### src/rtl/instr_encoder.sv
// Instruction-memory loader: validates symbolic instruction bundles, packs them
// into 9-bit words and streams them into sequential instruction-memory addresses.
module instr_encoder #(
    parameter int AW = 10
) (
    input  logic          Clk,
    input  logic          Reset,
    input  logic          start,
    input  logic          in_valid,
    output logic          in_ready,
    input  logic [2:0]    in_op,
    input  logic [3:0]    in_mode,
    input  logic [2:0]    in_ra,
    input  logic [2:0]    in_rb,
    input  logic [3:0]    in_imm,
    input  logic          in_last,
    output logic          im_we,
    output logic [AW-1:0] im_addr,
    output logic [8:0]    im_data,
    output logic [AW:0]   word_count,
    output logic          err,
    output logic          done
);

    typedef enum logic [1:0] {
        IDLE = 2'b00,
        LOAD = 2'b01,
        DONE = 2'b10
    } state_t;

    localparam logic [AW:0]   CNT_ZERO  = {(AW+1){1'b0}};
    localparam logic [AW:0]   CNT_ONE   = (AW+1)'(1);
    localparam logic [AW:0]   CNT_FULL  = {1'b1, {AW{1'b0}}};
    localparam logic [AW:0]   CNT_LAST  = {1'b0, {AW{1'b1}}};
    localparam logic [AW-1:0] ADDR_ZERO = {AW{1'b0}};
    localparam logic [AW-1:0] ADDR_ONE  = AW'(1);

    function automatic logic is_legal(input logic [2:0] op, input logic [3:0] mode,
                                      input logic [2:0] ra);
        logic ok;
        ok = 1'b1;
        case (op)
            3'b011:  ok = ~ra[2];
            3'b100:  ok = ra[2];
            3'b101: begin
                case (mode[2:0])
                    3'b000, 3'b010, 3'b011, 3'b100, 3'b110: ok = 1'b1;
                    default:                                ok = 1'b0;
                endcase
            end
            3'b111:  ok = (ra == 3'b000);
            default: ok = 1'b1;
        endcase
        return ok;
    endfunction

    function automatic logic [8:0] encode(input logic [2:0] op, input logic [3:0] mode,
                                          input logic [2:0] ra, input logic [2:0] rb,
                                          input logic [3:0] imm);
        logic [5:0] f;
        case (op)
            3'b000, 3'b001, 3'b010: f = {ra, rb};
            3'b011:                 f = {ra[1:0], mode[3], rb};
            3'b100:                 f = {ra[1:0], imm};
            3'b101, 3'b110:         f = {ra, mode[2:0]};
            3'b111:                 f = {3'b000, mode[2:0]};
            default:                f = 6'b000000;
        endcase
        return {op, f};
    endfunction

    state_t        state_r;
    state_t        state_nxt_s;
    logic          ready_r;
    logic          done_r;
    logic          err_r;
    logic          im_we_r;
    logic [AW-1:0] im_addr_r;
    logic [8:0]    im_data_r;
    logic [AW:0]   word_count_r;
    logic [AW:0]   acc_cnt_r;
    logic [AW:0]   acc_cnt_nxt_s;
    logic          accept_s;
    logic          legal_s;

    // A bundle offered alongside start belongs to no session and is ignored.
    assign accept_s = in_valid & ready_r & ~start;
    assign legal_s  = is_legal(in_op, in_mode, in_ra);

    // Next-state and next legal-accept count.
    always_comb begin
        state_nxt_s   = state_r;
        acc_cnt_nxt_s = acc_cnt_r;
        if (start) begin
            state_nxt_s   = LOAD;
            acc_cnt_nxt_s = CNT_ZERO;
        end else begin
            if (accept_s && legal_s) begin
                acc_cnt_nxt_s = acc_cnt_r + CNT_ONE;
            end else begin
                acc_cnt_nxt_s = acc_cnt_r;
            end
            case (state_r)
                IDLE: state_nxt_s = IDLE;
                LOAD: begin
                    if (accept_s && (in_last || (legal_s && (acc_cnt_r == CNT_LAST)))) begin
                        state_nxt_s = DONE;
                    end else begin
                        state_nxt_s = LOAD;
                    end
                end
                DONE:    state_nxt_s = DONE;
                default: state_nxt_s = IDLE;
            endcase
        end
    end

    // State register.
    always_ff @(posedge Clk) begin
        if (!Reset) begin
            state_r <= IDLE;
        end else begin
            state_r <= state_nxt_s;
        end
    end

    // Write port, session counters and status flags; im_addr advances once a write lands.
    always_ff @(posedge Clk) begin
        if (!Reset) begin
            ready_r      <= 1'b0;
            done_r       <= 1'b0;
            err_r        <= 1'b0;
            im_we_r      <= 1'b0;
            im_addr_r    <= ADDR_ZERO;
            im_data_r    <= 9'h000;
            word_count_r <= CNT_ZERO;
            acc_cnt_r    <= CNT_ZERO;
        end else begin
            ready_r   <= (state_nxt_s == LOAD) && (acc_cnt_nxt_s != CNT_FULL);
            done_r    <= (state_nxt_s == DONE);
            im_we_r   <= accept_s & legal_s;
            acc_cnt_r <= acc_cnt_nxt_s;
            if (accept_s && legal_s) begin
                im_data_r <= encode(in_op, in_mode, in_ra, in_rb, in_imm);
            end
            if (start) begin
                im_addr_r    <= ADDR_ZERO;
                word_count_r <= CNT_ZERO;
                err_r        <= 1'b0;
            end else begin
                if (im_we_r) begin
                    im_addr_r <= im_addr_r + ADDR_ONE;
                end
                if (im_we_r && (word_count_r != CNT_FULL)) begin
                    word_count_r <= word_count_r + CNT_ONE;
                end
                if (accept_s && !legal_s) begin
                    err_r <= 1'b1;
                end
            end
        end
    end

    assign in_ready   = ready_r;
    assign done       = done_r;
    assign err        = err_r;
    assign im_we      = im_we_r;
    assign im_addr    = im_addr_r;
    assign im_data    = im_data_r;
    assign word_count = word_count_r;

endmodule
### config.mk
export PLATFORM = sky130hd
export DESIGN_NAME = instr_encoder
export DESIGN_NICKNAME = d
export VERILOG_FILES = /design/src/rtl/instr_encoder.sv
export SDC_FILE = /design/constraint.sdc
export NUM_CORES = 1
export LEC_CHECK = 0
export CORE_MARGIN = 2
export CORE_UTILIZATION = 54
export DETAILED_ROUTE_END_ITERATION = 10
export GPL_TIMING_DRIVEN = 1
export PLACE_DENSITY = 0.83
export SLEW_MARGIN = 40
export SYNTH_ARGS = -nofsm -noshare
export SYNTH_HDL_FRONTEND = slang
export SYNTH_SLANG_ARGS = --single-unit
export TNS_END_PERCENT = 100
### constraint.sdc
create_clock -name Clk -period 5.7 [get_ports Clk]
set_clock_uncertainty 0.2 [all_clocks]
set_input_delay 1.14 -clock Clk [delete_from_list [all_inputs] [get_ports Clk]]
set_output_delay 1.14 -clock Clk [all_outputs]
set_load 0.01 [all_outputs]
* Yosys cells after proc, flatten, opt, wreduce, memory -nomap -nowiden *
Index checks and enable logic that the tools add are counted.

operators by class
  $add $sub $neg = 3
  equality and inequality tests = 18
  multiplexer cells = 8
  bitwise gates (word level) = 6
  reduce and logical (&&, ||, !) cells = 15

operator list
  cell                   number
  $pmux 6 s5             1
  $add 11x1->11 const B  2
  $mux 11                2
  $ne 11x11->1 const B   2
  $eq 3x3->1 const B     6
  $eq 3x2->1 const B     4
  $eq 11x10->1 const B   1
  $add 10x1->10 const B  1
  $logic_not 3->1        3
  $logic_and 1x1->1      6
  $reduce_or 5->1        1
  $eq 2x1->1 const B     2
  $eq 2x2->1 const B     2
  $mux 2                 2
  $pmux 1 s4             1
  $pmux 2 s2             1
  $reduce_or 2->1        2
  $and 1x1->1            3
  $eq 3x1->1 const B     1
  $not 1->1              3
  $reduce_or 3->1        1
  $logic_not 1->1        1
  $logic_or 1x1->1       1
  $mux 1                 1

storage, ports and cells
  flip-flop bits (word level) = 47

* Depth between registers and ports, before layout *
Gate-level depths: netlist of run 1.

  word-level depth = 12
  mapped depth = 9
  mapped depth without buffers = 7

* Worst setup path after synthesis of run 1 *
OpenSTA, ideal clock, no wires.

  path type = input to register
  from = in in_op[1]
  to = reg ready_r (netlist: in_ready)
  setup time = 127 ps
  arrival time = 2,399 ps
  required time = 5,373 ps
  slack = 2,974 ps
  stages on the path = 8
  path buffers = 2
  cell sequence = buf_4 nor3b_2 o211ai_2 a21oi_1 buf_2 a211oi_1 a2bb2oi_1 a31oi_1

between the ends
  cells in the longest elaborated chain, start to end = 10
  elaborated cells between the ends (all ways) = 17
  those cells by class = eq/ne: 6; mux: 6; reduce/logical: 5

RTL lines
  what                                             line  source
  start: declaration                               11    input logic [2:0] in_op,
  $eq 3x3->1 / $eq 3x2->1 (equally long branches)  42    case (op)
  $pmux 1 s4 (*)                                   42
  $logic_and 1x1->1                                106   if (accept_s && (in_last || (legal_s && (acc_cnt_r == CNT_LAST)))) begin
  $logic_or 1x1->1                                 106
  $logic_and 1x1->1                                106
  $mux 2                                           106
  $pmux 2 s2                                       103   case (state_r)
  $mux 2                                           94    if (start) begin
  $eq 2x1->1                                       139   ready_r <= (state_nxt_s == LOAD) && (acc_cnt_nxt_s != CNT_FULL);
  $logic_and 1x1->1 (*)                            139
  end signal: assignment                           139
  end: declaration                                 74    logic ready_r;

Every way passes the cells marked *; elsewhere a longest branch is shown, timed or not.
A chain may end at the register's enable or synchronous reset.

* Worst setup path in the final report of run 1 *
  from = in in_op[0]
  to = reg ready_r (netlist: in_ready)

Same word-level chain as after synthesis.

==> impl_metrics.json, run 1 <==
{
  "clk_latency_ns": 0.31,
  "ir_worst_vdd_v": 0.000111,
  "yosys_register_bits": 47,
  "power.density_mw_per_mm2": 209,
  "grt.overflow.total": 0,
  "grtUsageTotal_pct": 21.7,
  "setup.reg_to_reg.worst_slack_ns": 3.43,
  "outcome": "completed",
  "critical_path_peak_fanout": 14,
  "detail_route.drc_violations": 0,
  "critical-path-max-stage-delay_ns": 0.66,
  "post-route-period-util_pct": 60.4,
  "yosysWarningCount": 0,
  "timing_worst_slew_pin_value_ns": 0.585,
  "period_needed_ns": 3.44,
  "worst-endpoint-arrival_ns": 3.44,
  "drt_first_iter_violations": 119,
  "cts.path.max_buffers": 2,
  "maxCapViolCount": 0,
  "ys_top_cells_by_area": "sky130_fd_sc_hd__dfxtp_1 (39%), sky130_fd_sc_hd__nand2_1 (5.6%), sky130_fd_sc_hd__xor2_1 (5.4%)",
  "whs_ns": 0.268,
  "routed_wirelength_um": 5180,
  "cts_hold_buf": 0,
  "initial_antenna_violation_count": 0,
  "cts_made_buffers": 5,
  "antenna_left": 0,
  "routability_cong": 0.861,
  "worstSetupPathType": "in -> reg",
  "numClockSinks": 47,
  "hold_path_class": "reg -> reg",
  "design.final.nets": 365,
  "postSynth.topFlopCell": "sky130_fd_sc_hd__dfxtp_1",
  "cts_resized": 0,
  "synthDominantAreaCellType": "sky130_fd_sc_hd__dfxtp_1",
  "area_delta_synth_final_pct": 27.2,
  "cts_tree": "built",
  "synth_enable_flop_cells": 0,
  "clk_pin_slew_worst_paths_ns": 0.09,
  "place_hpwl_um": 3830,
  "fraction_of_synthesis_flops_using_an_asynchronous_set_or_reset_pin_pct": 0,
  "synthMostInstantiatedCell": "sky130_fd_sc_hd__dfxtp_1",
  "clock_tree.root_cell": "sky130_fd_sc_hd__clkbuf_8",
  "yosysUniqueCellTypes": 49,
  "critical_path.endpoint_type": "flip-flop",
  "report.power.total_uw": 641,
  "htree_num_levels": 2,
  "design.die.area_mm2": 0.00502,
  "post_drt_wl_per_cell_um": 13.3,
  "core_area_mm2": 0.00432,
  "critical_path.startpoint_type": "input port",
  "vias_in_the_first_global_route": 2032,
  "synth_sequential_area_ratio_pct": 39.0,
  "global_route.peak_usage_layer": "met2",
  "yosys.area.top_type_share_pct": 39.0,
  "antenna_cells": 0,
  "crit_path_max_delay_cell_type": "sky130_fd_sc_hd__clkdlybuf4s50_1",
  "num_rows": 24,
  "die_w_um": 70.8,
  "drv_slew": 0,
  "post_synth_most_frequent_cells": "sky130_fd_sc_hd__dfxtp_1 (47), sky130_fd_sc_hd__nand2_1 (36), sky130_fd_sc_hd__nor2_1 (34)",
  "grt_use_met2_pct": 37.5,
  "final-setup-viol-count": 0,
  "grt_pass1_wl_um": 8870,
  "finalHoldViolations": 0,
  "p_leak_uw": 0.00107,
  "cp_top_family": "buffers and inverters",
  "gr-usage-met1_pct": 26.6,
  "dr_total_vias": 2146,
  "timing.critical_path.required_ns": 5.69,
  "fmax_ghz": 0.291,
  "worst_case_headroom_to_the_max_slew_limit_pct": 61.0,
  "dr.pass1.iters": 4,
  "crit_buf_inv": 3,
  "grt_setup_unrepaired": "false",
  "dieHeight_um": 70.8,
  "syn-num-nets": 316,
  "layout-drive-gt1-share_pct": 5.62,
  "synth_cells": 288,
  "floorplan.io_pins": 56,
  "synthesized_area_per_cell_um2": 8.38,
  "global_route.usage.met3_pct": 5.27,
  "initial_standard_cell_utilization_of_the_core_pct": 55.8,
  "vias_per_cell": 5.50,
  "port-buffer-count": 55,
  "grt_start_max_net_pins": 30,
  "cts_post_setup_buffers_inserted": 0,
  "netlist_area_mm2": 0.00241,
  "setup_tns_ns": 0,
  "path_cells": "clkdlybuf4s50_1, inv_2, a211o_1, a21oi_1, buf_4, and4_1, a2bb2oi_1, a31oi_1"
}
## worst min-delay path: cells and delay by family, from the launching register on
kind	cells	cell delay, ns
simple gates	1	0.04
compound gates	1	0.06
flops	1	0.32
## final timing paths
check / from / cells past startpoint / to
max: in_op[0] / 8 / in_ready$_SDFF_PN0_
min: im_data[7]$_SDFFE_PN0N_ / 2 / im_data[7]$_SDFFE_PN0N_
min reg2reg: im_data[7]$_SDFFE_PN0N_ / 2 / im_data[7]$_SDFFE_PN0N_
max reg2reg: acc_cnt_r[0]$_SDFF_PN0_ / 7 / state_r[1]$_SDFF_PN0_
## report_power, final
group / switching [µW] / internal [µW]
Sequential: 2.23 / 331
Clock: 120 / 132
Combinational: 27.7 / 27.8
Total: 150 / 491
## through the flow
step | cell area [µm²] | std cells | setup slack, ns | utilization (%)
floorplan | 2410 | 288 | 2.97 | -
global placement | 2950 | 382 | 2.03 | 68.3
detailed placement | 2950 | 382 | 1.95 | 68.3
CTS | 3070 | 390 | 2.27 | 71.0
global route | 3070 | 390 | 2.05 | 71.0
finish | 3070 | 390 | 2.26 | 71.0
## registers in the layout, summed over array words and instances (netlist names)
register	flops
acc_cnt_r	11
word_count	11
im_addr	10
im_data	9
state_r	2
done	1
err	1
im_we	1
in_ready	1
## layer usage
| layer | wire length [µm] | vias up |
|---|---|---|
| met3 | 179 | 9 |
| met1 | 2350 | 1002 |
| met4 | 94 | 0 |
| met5 | 0 | - |
| li1 | - | 1093 |
| met2 | 2560 | 42 |
## layout make-up
class | instances | area (µm²)
Inverter | 11 | 41.3
Fill cell | 346 | 1250
Timing Repair Buffer | 57 | 566
Clock buffer | 5 | 68.8
Clock inverter | 3 | 46.3
Sequential cell | 47 | 941
Multi-Input combinational cell | 215 | 1340
Tap cell | 52 | 65.1
## cells in the final DEF (no fill, tap or decap), types with 10 or more instances in the layout
master	count
sky130_fd_sc_hd__a21oi_1	10
sky130_fd_sc_hd__clkdlybuf4s50_1	55
sky130_fd_sc_hd__dfxtp_1	47
sky130_fd_sc_hd__inv_1	10
sky130_fd_sc_hd__nand2_1	36
sky130_fd_sc_hd__nor2_1	34
sky130_fd_sc_hd__o21ai_0	10
sky130_fd_sc_hd__xnor2_1	12
sky130_fd_sc_hd__xor2_1	15
## kinds of logic (layout without fill, tap and decap cells)
logic type,after synthesis,in the layout,synth area share [%]
adders and majority gates,6,6,3.11
and+or+nand+nor,122,122,24.6
DFF,47,47,39.0
buffers and inverters,26,76,5.39
xor gates and xnor gates,27,27,9.80
AOI/OAI and AO/OA,58,58,17.3
muxes,2,2,0.830
(Power assumes the default switching activity.)
==> run 2, diff against run 1 <==
--- a/config.mk
+++ b/config.mk
@@ -6,10 +6,10 @@
 export NUM_CORES = 1
 export LEC_CHECK = 0
 export CORE_MARGIN = 2
-export CORE_UTILIZATION = 54
+export CORE_UTILIZATION = 45
 export DETAILED_ROUTE_END_ITERATION = 10
 export GPL_TIMING_DRIVEN = 1
-export PLACE_DENSITY = 0.83
+export PLACE_DENSITY = 0.74
 export SLEW_MARGIN = 40
 export SYNTH_ARGS = -nofsm -noshare
 export SYNTH_HDL_FRONTEND = slang
==> constraint.sdc (replaced) <==
create_clock -name Clk -period 2.85 [get_ports Clk]
set_clock_uncertainty 0.2 [all_clocks]
set_input_delay 0.57 -clock Clk [delete_from_list [all_inputs] [get_ports Clk]]
set_output_delay 0.57 -clock Clk [all_outputs]
set_load 0.01 [all_outputs]
==> run 2 against run 1 <==
  * Hold slack better by 0.0066 ns
  * Critical path depth unchanged
  * Total power rose by 110%
  * Via count down 0.37%
  * Combinational power increased by 110%
  * Setup slack worse by 1.9 ns
  * Flip-flop and latch count unchanged
  * Core utilization down 9.2 points
  * First-iteration DRC count decreased by 37%
  * Global-route usage down 3.7 points
  * Register-to-register slack worse by 2.8 ns
  * Highest routed layer unchanged
==> impl_metrics.json, run 2 (same netlist as run 1, synthesis figures left out) <==
{
  "grt.overflow.total": 0,
  "setup.reg_to_reg.worst_slack_ns": 0.64,
  "grt_use_met2_pct": 31.4,
  "ir_worst_vdd_v": 0.000223,
  "design.die.area_mm2": 0.00596,
  "final.fill_count": 465,
  "drv_slew": 0,
  "place_hpwl_um": 3920,
  "cts_post_setup_buffers_inserted": 0,
  "fmax_ghz": 0.399,
  "clk_latency_ns": 0.30,
  "power.density_mw_per_mm2": 427,
  "critical_path_peak_fanout": 14,
  "timing.hold.worst_path_depth": 2,
  "dieHeight_um": 77.2,
  "critical_path.startpoint_type": "input port",
  "floorplan.io_pins": 56,
  "final_area_mm2": 0.00317,
  "worstSetupPathType": "in -> reg",
  "r2r-start": "acc_cnt_r[0]$_SDFF_PN0_",
  "timing_worst_slew_pin_value_ns": 0.483,
  "num_rows": 26,
  "timing.critical_path.required_ns": 2.83,
  "dpl_worst_slack_ns": 0.0836,
  "detail_route.drc_violations": 0,
  "initial_standard_cell_utilization_of_the_core_pct": 46.9,
  "cts_hold_buf": 0,
  "most_frequent_standard_cell_in_the_layout_excluding_fill_and_tap_cells": "sky130_fd_sc_hd__clkdlybuf4s50_1",
  "setup.worst_path.start": "in_op[0]",
  "setup_tns_ns": 0,
  "antenna_left": 0,
  "placed_instance_area_mm2": 0.00304,
  "cts_resized": 0,
  "clk_pin_slew_worst_paths_ns": 0.09,
  "post-route-period-util_pct": 87.9,
  "whs_ns": 0.274,
  "post_drt_wl_per_cell_um": 12.3,
  "setup_ws_ns": 0.346,
  "core_area_mm2": 0.00514,
  "dr_total_vias": 2138,
  "die_w_um": 77.2,
  "global_route.peak_usage_layer": "met2",
  "cts_tree": "built",
  "hold_path_class": "reg -> reg",
  "gr-usage-met1_pct": 22.5,
  "worst-endpoint-arrival_ns": 2.48,
  "routed_wirelength_um": 5090,
  "layout-drive-gt1-share_pct": 7.25,
  "finalHoldViolations": 0,
  "cts_made_buffers": 5,
  "cts.path.max_buffers": 2,
  "grtUsageTotal_pct": 18.0,
  "area_delta_synth_final_pct": 31.6,
  "period_needed_ns": 2.50,
  "grt_start_max_net_pins": 28,
  "htree_num_levels": 2,
  "numClockSinks": 47,
  "post-route-util_pct": 61.8,
  "vias_per_cell": 5.15,
  "outcome": "completed",
  "p_leak_uw": 0.00112,
  "worst_hold_startpoint": "im_data[6]$_SDFFE_PN0N_",
  "grt_setup_unrepaired": "false",
  "global_route.usage.met3_pct": 4.12,
  "clock_tree.root_cell": "sky130_fd_sc_hd__clkbuf_8",
  "worstReg2RegEnd": "state_r[1]$_SDFF_PN0_",
  "worst_case_headroom_to_the_max_slew_limit_pct": 67.8,
  "dr.pass1.iters": 4,
  "port-buffer-count": 55,
  "vias_in_the_first_global_route": 2062,
  "drt_first_iter_violations": 75,
  "antenna_cells": 0,
  "final-setup-viol-count": 0,
  "worst_r2r_path_depth": 7,
  "critical_path.endpoint_type": "flip-flop",
  "maxCapViolCount": 0,
  "min_delay_worst_endpoint": "im_data[6]$_SDFFE_PN0N_",
  "grt_pass1_wl_um": 8950,
  "initial_antenna_violation_count": 0,
  "design.final.nets": 372,
  "most_frequent_cells_in_the_layout": "sky130_fd_sc_hd__clkdlybuf4s50_1 (55), sky130_fd_sc_hd__dfxtp_1 (47), sky130_fd_sc_hd__nand2_1 (36), sky130_fd_sc_hd__nor2_1 (34), sky130_fd_sc_hd__xor2_1 (15)",
  "routability_cong": 0.809
}
-- run 2: how the worst max path moves through the flow --
stage                                endpoint  slack [ns]  cells past startpoint
after floorplan           in_ready$_SDFF_PN0_        0.69                      8
after global placement    in_ready$_SDFF_PN0_        0.12                      8
after detailed placement  in_ready$_SDFF_PN0_        0.08                      8
after CTS                 in_ready$_SDFF_PN0_        0.37                      8
after global routing      in_ready$_SDFF_PN0_        0.21                      8
final                     in_ready$_SDFF_PN0_        0.35                      8
-- run 2: where the power goes --
| part | internal [µW] | leakage (µW) | total, µW | switching (µW) |
|---|---|---|---|---|
| registers | 662 | 0.000379 | 666 | 4.28 |
| logic | 62.4 | 0.000677 | 118 | 55.7 |
| clock network | 351 | 0.0000654 | 569 | 219 |
-- run 2: through the flow --
step / total power (µW) / std cells
final: 1350 / 415
after global routing: 1410 / 415
after CTS: 1370 / 415
after detailed placement: 800 / 407
after global placement: 799 / 407
after floorplan: 742 / 288
-- run 2: final cells by class --
cell class                      count  area, µm²  area share, %
Tap cell                           70       87.6           2.76
Inverter                           11       41.3           1.30
Sequential cell                    47        941           29.6
Timing Repair Buffer               64        631           19.9
Multi-Input combinational cell    215       1340           42.3
Clock inverter                      2       60.1           1.89
Clock buffer                        6       72.6           2.29
-- run 2: metal layers --
metal	routed length, µm	vias up	part of all wire, %
met3	210	5	4.1
met2	2440	43	48
met5	0	-	0
met4	31	0	0.61
met1	2410	982	47
li1	-	1108	-
-- run 2: critical path, cell delays in order --
cell	delay, ns
sky130_fd_sc_hd__clkdlybuf4s50_1	0.58
sky130_fd_sc_hd__inv_2	0.09
sky130_fd_sc_hd__a211o_1	0.35
sky130_fd_sc_hd__a21oi_1	0.23
sky130_fd_sc_hd__buf_4	0.23
sky130_fd_sc_hd__and4_1	0.19
sky130_fd_sc_hd__a2bb2oi_1	0.16
sky130_fd_sc_hd__a31oi_1	0.08
==> run 3, diff against run 2 <==
--- a/config.mk
+++ b/config.mk
@@ -5,6 +5,7 @@
 export SDC_FILE = /design/constraint.sdc
 export NUM_CORES = 1
 export LEC_CHECK = 0
+export CAP_MARGIN = 5
 export CORE_MARGIN = 2
 export CORE_UTILIZATION = 45
 export DETAILED_ROUTE_END_ITERATION = 10
==> results of run 3 <==
No change in the layout: final DEF, timing and power equal those of run 2.
